$ cat config.mk
export PLATFORM = sky130hd
export DESIGN_NAME = mc_control_fsm
export DESIGN_NICKNAME = d
export VERILOG_FILES = /design/src/rtl/mc_control_fsm.sv
export SDC_FILE = /design/constraint.sdc
export NUM_CORES = 1
export LEC_CHECK = 0
export CORE_ASPECT_RATIO = 1.1
export CORE_MARGIN = 1.5
export CORE_UTILIZATION = 30
export DETAILED_ROUTE_END_ITERATION = 10
export GPL_ROUTABILITY_DRIVEN = 1
export MAX_ROUTING_LAYER = met4
export SLEW_MARGIN = 20
export SYNTH_ARGS = -nofsm -noshare
export SYNTH_HDL_FRONTEND = slang
export SYNTH_SLANG_ARGS = --single-unit
$ cat constraint.sdc
create_clock -name i_clk -period 1.7 [get_ports i_clk]
set_clock_uncertainty 0.15 [all_clocks]
set_input_delay 0.34 -clock i_clk [delete_from_list [all_inputs] [get_ports i_clk]]
set_output_delay 0.34 -clock i_clk [all_outputs]
set_load 0.005 [all_outputs]
$ cat src/rtl/mc_control_fsm.sv
// ---------------------------------------------------------------------------
// mc_control_fsm
//   Main control FSM for the multicycle MIPS datapath. Moore outputs are a
//   pure function of the current state. The only exceptions are IRwrite and
//   pcwrite in FETCH, which are gated by the memory handshake so that the
//   instruction register and PC load only on the cycle the fetch completes.
//
// Parameters
//   SUPPORT_EXT   : 1 decodes BNE/ANDI/ORI/JAL, 0 routes them to ILLEGAL
//   MEM_HANDSHAKE : 1 memory states wait for i_mem_ready, 0 never wait
//
// Ports
//   i_clk        clock, rising edge
//   i_reset      asynchronous active-low reset
//   i_op         opcode field of the instruction register
//   i_mem_ready  memory has completed the current access
//   o_IorD       memory address select (0 PC, 1 ALUOut)
//   o_memread    memory read request
//   o_memwrite   memory write request
//   o_IRwrite    instruction register load
//   o_pcwrite    unconditional PC write
//   o_branch     PC write if ALU zero
//   o_branch_ne  PC write if ALU not zero
//   o_regwrite   register file write
//   o_regdst     write register select (00 rt, 01 rd, 10 r31)
//   o_memtoreg   write data select (00 ALUOut, 01 memory, 10 PC)
//   o_alusrcA    ALU A select (0 PC, 1 register A)
//   o_alusrcB    ALU B select (00 B, 01 4, 10 imm, 11 imm<<2)
//   o_zeroext    immediate zero-extension instead of sign-extension
//   o_aluop      000 add, 001 sub, 010 funct, 011 and, 100 or
//   o_pcsrc      PC source (00 ALU, 01 ALUOut, 10 jump target)
//   o_illegal_op one-cycle pulse on an unsupported opcode
//   o_state      current state encoding (debug)
// ---------------------------------------------------------------------------
module mc_control_fsm #(
  parameter logic SUPPORT_EXT   = 1'b1,
  parameter logic MEM_HANDSHAKE = 1'b1
) (
  input  logic       i_clk,
  input  logic       i_reset,
  input  logic [5:0] i_op,
  input  logic       i_mem_ready,
  output logic       o_IorD,
  output logic       o_memread,
  output logic       o_memwrite,
  output logic       o_IRwrite,
  output logic       o_pcwrite,
  output logic       o_branch,
  output logic       o_branch_ne,
  output logic       o_regwrite,
  output logic [1:0] o_regdst,
  output logic [1:0] o_memtoreg,
  output logic       o_alusrcA,
  output logic [1:0] o_alusrcB,
  output logic       o_zeroext,
  output logic [2:0] o_aluop,
  output logic [1:0] o_pcsrc,
  output logic       o_illegal_op,
  output logic [4:0] o_state
);

  localparam logic [5:0] OP_RTYPE = 6'b000000;
  localparam logic [5:0] OP_LW    = 6'b100011;
  localparam logic [5:0] OP_SW    = 6'b101011;
  localparam logic [5:0] OP_BEQ   = 6'b000100;
  localparam logic [5:0] OP_BNE   = 6'b000101;
  localparam logic [5:0] OP_ADDI  = 6'b001000;
  localparam logic [5:0] OP_ANDI  = 6'b001100;
  localparam logic [5:0] OP_ORI   = 6'b001101;
  localparam logic [5:0] OP_J     = 6'b000010;
  localparam logic [5:0] OP_JAL   = 6'b000011;

  localparam logic [2:0] ALU_ADD   = 3'b000;
  localparam logic [2:0] ALU_SUB   = 3'b001;
  localparam logic [2:0] ALU_FUNCT = 3'b010;
  localparam logic [2:0] ALU_AND   = 3'b011;
  localparam logic [2:0] ALU_OR    = 3'b100;

  typedef enum logic [4:0] {
    S_FETCH   = 5'd0,
    S_DECODE  = 5'd1,
    S_MEMADR  = 5'd2,
    S_MEMRD   = 5'd3,
    S_MEMWB   = 5'd4,
    S_MEMWR   = 5'd5,
    S_REXEC   = 5'd6,
    S_RWB     = 5'd7,
    S_BEQ     = 5'd8,
    S_ADDIEX  = 5'd9,
    S_IWB     = 5'd10,
    S_JUMP    = 5'd11,
    S_BNE     = 5'd12,
    S_ANDIEX  = 5'd13,
    S_ORIEX   = 5'd14,
    S_JAL     = 5'd15,
    S_ILLEGAL = 5'd16
  } state_t;

  state_t r_state;
  state_t w_next;
  logic   w_rdy;

  // Without a handshake the memory is assumed single-cycle.
  assign w_rdy   = i_mem_ready | ~MEM_HANDSHAKE;
  assign o_state = r_state;

  always_ff @(posedge i_clk or negedge i_reset) begin
    if (!i_reset) r_state <= S_FETCH;
    else          r_state <= w_next;
  end

  always_comb begin
    w_next       = r_state;
    o_IorD       = 1'b0;
    o_memread    = 1'b0;
    o_memwrite   = 1'b0;
    o_IRwrite    = 1'b0;
    o_pcwrite    = 1'b0;
    o_branch     = 1'b0;
    o_branch_ne  = 1'b0;
    o_regwrite   = 1'b0;
    o_regdst     = 2'b00;
    o_memtoreg   = 2'b00;
    o_alusrcA    = 1'b0;
    o_alusrcB    = 2'b00;
    o_zeroext    = 1'b0;
    o_aluop      = ALU_ADD;
    o_pcsrc      = 2'b00;
    o_illegal_op = 1'b0;

    case (r_state)
      S_FETCH: begin
        o_memread = 1'b1;
        o_alusrcB = 2'b01;
        // Load IR and PC+4 only on the completing cycle; the reset term
        // keeps both quiet while the block is held in reset.
        o_IRwrite = w_rdy & i_reset;
        o_pcwrite = w_rdy & i_reset;
        if (w_rdy) w_next = S_DECODE;
      end

      S_DECODE: begin
        // Precompute the branch target in ALUOut while the opcode decodes.
        o_alusrcB = 2'b11;
        case (i_op)
          OP_RTYPE:     w_next = S_REXEC;
          OP_LW, OP_SW: w_next = S_MEMADR;
          OP_BEQ:       w_next = S_BEQ;
          OP_ADDI:      w_next = S_ADDIEX;
          OP_J:         w_next = S_JUMP;
          OP_BNE:       w_next = SUPPORT_EXT ? S_BNE    : S_ILLEGAL;
          OP_ANDI:      w_next = SUPPORT_EXT ? S_ANDIEX : S_ILLEGAL;
          OP_ORI:       w_next = SUPPORT_EXT ? S_ORIEX  : S_ILLEGAL;
          OP_JAL:       w_next = SUPPORT_EXT ? S_JAL    : S_ILLEGAL;
          default:      w_next = S_ILLEGAL;
        endcase
      end

      S_MEMADR: begin
        o_alusrcA = 1'b1;
        o_alusrcB = 2'b10;
        w_next    = (i_op == OP_LW) ? S_MEMRD : S_MEMWR;
      end

      S_MEMRD: begin
        o_IorD    = 1'b1;
        o_memread = 1'b1;
        if (w_rdy) w_next = S_MEMWB;
      end

      S_MEMWB: begin
        o_memtoreg = 2'b01;
        o_regwrite = 1'b1;
        w_next     = S_FETCH;
      end

      S_MEMWR: begin
        // memwrite stays up for the whole wait so the memory sees a stable
        // request until it acknowledges.
        o_IorD     = 1'b1;
        o_memwrite = 1'b1;
        if (w_rdy) w_next = S_FETCH;
      end

      S_REXEC: begin
        o_alusrcA = 1'b1;
        o_aluop   = ALU_FUNCT;
        w_next    = S_RWB;
      end

      S_RWB: begin
        o_regdst   = 2'b01;
        o_regwrite = 1'b1;
        w_next     = S_FETCH;
      end

      S_BEQ, S_BNE: begin
        o_alusrcA   = 1'b1;
        o_aluop     = ALU_SUB;
        o_pcsrc     = 2'b01;
        o_branch    = (r_state == S_BEQ);
        o_branch_ne = (r_state == S_BNE);
        w_next      = S_FETCH;
      end

      S_ADDIEX, S_ANDIEX, S_ORIEX: begin
        o_alusrcA = 1'b1;
        o_alusrcB = 2'b10;
        // Logical immediates zero-extend; ADDI keeps sign extension.
        o_zeroext = (r_state != S_ADDIEX);
        if (r_state == S_ANDIEX)     o_aluop = ALU_AND;
        else if (r_state == S_ORIEX) o_aluop = ALU_OR;
        else                         o_aluop = ALU_ADD;
        w_next = S_IWB;
      end

      S_IWB: begin
        o_regwrite = 1'b1;
        w_next     = S_FETCH;
      end

      S_JUMP: begin
        o_pcsrc   = 2'b10;
        o_pcwrite = 1'b1;
        w_next    = S_FETCH;
      end

      S_JAL: begin
        // PC already holds PC+4 from FETCH, so it is the link value.
        o_pcsrc    = 2'b10;
        o_pcwrite  = 1'b1;
        o_regwrite = 1'b1;
        o_regdst   = 2'b10;
        o_memtoreg = 2'b10;
        w_next     = S_FETCH;
      end

      S_ILLEGAL: begin
        // No architectural writes; PC was already advanced in FETCH.
        o_illegal_op = 1'b1;
        w_next       = S_FETCH;
      end

      default: w_next = S_FETCH;
    endcase
  end

endmodule

==> summary.md, run 1 <==
| Metric | Value |
|---|---|
| EDFF count, synth | 0 |
| Log Error | [ERROR GRT-0232] Routing congestion too high. Check the congestion heatmap in the GUI. |
| Core Rows | 18 |
| Post-Synth Adder-Cell Area | 0 |
| Number of buffers added on ports | 35 |
| H-tree Lvls | 1 |
| Worst End Pin Type | primary output |
| Compound-cell area share of the yosys netlist | 0.2715 |
| Grt ovf | 7 |
| Asr flop ratio synth | 1.000 |
| Distinct cells, synth | 46 |
| Post-synth design cell area | 755.7 sq um |
| Largest family of logic cells by synthesized area | simple AND/OR/NAND/NOR gates |
| Sequential cell area fraction in the yosys report | 0.1656 |
| Hold_buf cts | 0 |
| Post-synthesis xor/xnor area fraction | 0 |
| Exit stage | global routing (5_1_grt) |
| Post-Syn Nets | 120 |
| Placed Area | around 0.0014 sq mm |
| Cts bufs inserted | 3 |
| Synth top area share | 0.1656 |
| Syn Inst Count | 111 |
| Syn. warnings | 0 |
| Proportion of synthesized area in mux cells | 0 |
| Pin count of the biggest net entering global routing | 9 |
| Leading area contributor after synthesis | dfrtp_1 |
| RePlAce Congestion | ~0.9 |
| Die Width | roughly 51 um |
| Run status | aborted with a tool error |
| HPWL Detailed | ~2200 um |
| Syn_area_per_cell | 6.808 sq um |
| Dominant cells by area after synthesis | dfrtp_1 (17%), nor2_1 (8.4%), a21oi_1 (6.0%) |
| Seq cells post-synth | 5 |
| Total GRT Usage | 0.5830 |
| TritonCTS sink count | 5 |
| CTS root buf | clkbuf_4 |
| CTS max path bufs | 2 |
| Synth Flop Type | dfrtp_1 |
| Die H | between 50 and 60 um |
| # IOs | 36 |
| Post-GRT worst EP | o_memwrite |
| Synth Area in Simple Gates | 0.4719 |
| Initial Util | 0.3258 |
## what timing repair did
item / 4_1_cts
buffers inserted: 34
gates resized for setup: 155
endpoints found under the setup margin: 31
pin swaps: 22
## kinds of logic after synthesis
family          Yosys count
buf+inv                  12
flops                     5
compound gates           29
simple gates             65
## cell usage after synthesis (2+ instances only)
cell type / count
inv_1: 3
nand2_1: 8
nor2_1: 17
a21oi_1: 9
nand3_1: 3
buf_4: 2
buf_6: 2
nand3b_1: 2
nand2b_1: 5
nor2b_1: 5
dfrtp_1: 5
or3_1: 2
o21ai_0: 2
nor3_1: 9
o21ai_1: 3
clkbuf_1: 4
## metrics by stage
step	cells	hold WS (ns)	worst slack, ns
2_1_floorplan	111	-0.1056	0.02397
3_3_place_gp	212	0.4741	-0.4837
3_5_place_dp	212	0.4729	-0.4901
4_1_cts	247	0.2969	-0.2829
## per-layer routing
| metal | GRT usage | overflow |
|---|---|---|
| met5 | - | - |
| met4 | 0.5521 | 2 |
| met3 | 0.2742 | 0 |
| met2 | 0.8064 | 5 |
| met1 | 0.5897 | 0 |
==> run 2: changes to the inputs <==
--- a/config.mk
+++ b/config.mk
@@ -5,12 +5,11 @@
 export SDC_FILE = /design/constraint.sdc
 export NUM_CORES = 1
 export LEC_CHECK = 0
-export CORE_ASPECT_RATIO = 1.1
 export CORE_MARGIN = 1.5
-export CORE_UTILIZATION = 30
+export CORE_UTILIZATION = 20
 export DETAILED_ROUTE_END_ITERATION = 10
 export GPL_ROUTABILITY_DRIVEN = 1
-export MAX_ROUTING_LAYER = met4
+export PLACE_DENSITY_LB_ADDON = 0.15
 export SLEW_MARGIN = 20
 export SYNTH_ARGS = -nofsm -noshare
 export SYNTH_HDL_FRONTEND = slang
==> run 2 against run 1 <==
Against the previous run: the flow now finishes, with violations (setup timing); synthesized area unchanged; synthesized cell count unchanged.
==> summary.md, run 2 <==
| Metric | Value |
|---|---|
| Synth Flop Type | dfrtp_1 |
| CP arrival | 1.44 ns |
| Distinct cells, synth | 46 (unchanged) |
| Compound-cell area share of the yosys netlist | 0.2715 (unchanged) |
| RePlAce Congestion | 0.8131 (-9.4%) |
| Iter 0 DRT Violations | 26 |
| Syn. warnings | 0 (unchanged) |
| Most common cell after layout, fill and taps aside | buf_4 |
| Die Width | 64.47 um (+27%) |
| CTS root buf | clkbuf_8 |
| Synth Area in Simple Gates | 0.4719 (unchanged) |
| Pin count of the biggest net entering global routing | 9 |
| CP top delay family | flip-flops |
| Vias in the first global route | 1,261 |
| Dominant cells by area after synthesis | dfrtp_1 (17%), nor2_1 (8.4%), a21oi_1 (6.0%) |
| Syn Inst Count | 111 (unchanged) |
| Worst skew pair latency | 0.22 ns |
| Worst endpoint required time | 1.21 ns |
| Asr flop ratio synth | 1.000 (unchanged) |
| Largest family of logic cells by synthesized area | simple AND/OR/NAND/NOR gates |
| Hold WC Path Type | in2async |
| Power Density | around 1200 mW/mm^2 |
| WP buf/inv | 2 |
| Die Footprint | 0.004156 sq mm |
| Critical Path Sink Type | primary output |
| Final-report max-slew violation count | 0 |
| WL/cell | about 14 um |
| Total of max-cap violations | 0 |
| Failing checks | setup timing |
| CTS max path bufs | 2 (unchanged) |
| Share of layout cells above drive strength 1 | 0.6808 |
| Setup ws final | -0.2343 ns |
| Nets | 223 |
| Vias/cell | 4.759 |
| Synth top area share | 0.1656 (unchanged) |
| Die H | 64.47 um (+16%) |
| Final setup fails | 20 |
| Number of buffers added on ports | 35 (unchanged) |
| Crit-path cells | or2_4 > buf_6 > o21ai_2 > a21oi_1 > nor2_1 > buf_2 |
| Period utilisation layout | 1.138 |
| TritonCTS clock tree | yes |
| Grt ovf | 0 |
| Slowest stage delay, CP | 0.45 ns |
| Proportion of synthesized area in mux cells | 0 (unchanged) |
| Detailed Route WL | 3777 um |
| Cts bufs inserted | 3 (unchanged) |
| VDD IR max | 0.4991 mV |
| Number of antenna violations at the first check in global routing | 0 |
| Core Region | 0.003633 sq mm |
| Run status | complete, but fails checks |
| Final ANT Viol Nets | 0 |
| First-pass GRT wire length | 5664 um |
| Tmin final | 1.934 ns |
| Fill cell total of the finished layout | between 300 and 400 |
| Core Rows | 22 (+4) |
| Worst Setup Path Type | reg2out |
| EDFF count, synth | 0 (unchanged) |
| Worst slack at placement | -0.4316 ns (+0.05847 ns) |
| CP max-delay cell | dfrtp_2 |
| HPWL Detailed | 2241 um (-0.21%) |
| Drt first pass iters | 4 |
| Leading area contributor after synthesis | dfrtp_1 |
| Relative slew margins | 0.7512 |
| F_max | 0.5170 GHz |
| WHS | 0.3107 ns |
| Crit-path max FO | 6 |
| Worst setup SP type | flip-flop |
| Post-Syn Nets | 120 (unchanged) |
| H-tree Lvls | 1 (unchanged) |
| Post-Synth Adder-Cell Area | 0 (unchanged) |
| Ant. Diodes | 0 |
| Sequential cell area fraction in the yosys report | 0.1656 (unchanged) |
| Total GRT Usage | 0.1727 |
| # IOs | 36 (unchanged) |
| Final hold vios | 0 |
| Seq cells post-synth | 5 (unchanged) |
| Reg clk slew, reported paths | about 0.040 ns |
| Max reg flops | 5 |
| DRC viols | 0 |
| Leakage power | approximately 0.92 nW |
| Area growth, synth to finish | 151.2% |
| Most frequent cells after synthesis | nor2_1 (17), a21oi_1 (9), nor3_1 (9) |
| Top-count cell post-synth | nor2_1 |
| Slew of the pin with the lowest slew margin | 0.3725 ns |
| TritonCTS sink count | 5 (unchanged) |
| Post-synthesis xor/xnor area fraction | 0 (unchanged) |
| Most frequent cells in the layout | buf_4 (52), buf_6 (20), buf_2 (18), nor2_1 (11), dlygate4sd2_1 (8) |
| Post-synth design cell area | 755.7 sq um (unchanged) |
| Via count | between 1,000 and 1,500 |
| RSZ-0062 raised after global routing | true |
| Initial Util | 0.2080 (-0.1178) |
| Syn_area_per_cell | 6.808 sq um (unchanged) |
## run 2: cell counts after synthesis
No cell type changed its count.
## run 2: kinds of logic (layout without fill, tap and decap cells)
kind of cell / Yosys count / in the layout
buffers and inverters: 12 / 114
and+or+nand+nor: 65 / 65
DFF: 5 / 5
AOI/OAI and AO/OA: 29 / 29
## run 2: layer usage
layer / wire length (um) / vias to the layer above / track usage
met5: 0 / - / 0
met4: 44 / 0 / 0.06383
met3: 159 / 4 / 0.02951
met2: 2018 / 47 / 0.3242
met1: 1554 / 586 / 0.1934
li1: - / 605 / -
## run 2: metrics by stage
step                total power [mW]  instances  TNS, ns  instance area, sq um  utilization
floorplan                     0.7054        111        0                 757.0            -
global placement               1.343        223   -8.512                  1394       0.3836
detailed placement             1.333        223   -8.264                  1394       0.3836
CTS                            2.024        255   -3.008                  1720       0.4735
global route                   2.506        261   -4.356                  1898       0.5224
finish                         2.356        261   -3.053                  1898       0.5224
## run 2: area by class of cell
cell class	count	area (sq um)	area share
Timing Repair Buffer	107	853.3	0.4496
Sequential cell	5	130.1	0.06856
Multi-Input combinational cell	94	798.3	0.4206
Inverter	3	11.26	0.005933
Clock buffer	4	45.04	0.02373
Tap cell	48	60.06	0.03164
## run 2: path summary, 6_finish.rpt
kind                            startpoint          to  slack (ns)  cells past startpoint
max in group asynchronous          i_reset  o_state[4]        0.97                      2
worst min-delay path               i_reset  o_state[3]        0.31                      2
worst min register to register  o_state[3]  o_state[3]        0.62                      3
worst max-delay path            o_state[0]  o_regwrite       -0.23                      6
min in group i_clk                 i_op[5]  o_state[2]        0.45                      3
worst max register to register  o_state[2]  o_state[2]       -0.04                      6
## run 2: repair_timing
item / CTS / global route
gates cloned: 0 / 0
hold buffers: 0 / 0
pin swaps: 24 / 19
setup buffers: 30 / 9
setup endpoints to repair: 30 / 28
gates resized for setup: 124 / 43
## run 2: report_power, final
| group | internal (mW) | switching [mW] | total, mW |
|---|---|---|---|
| logic | 1.08 | 0.817 | 1.90 |
| registers | 0.161 | 0.0715 | 0.233 |
| clock network | 0.161 | 0.0625 | 0.224 |
No activity file was read; power rests on OpenSTA's default activity.
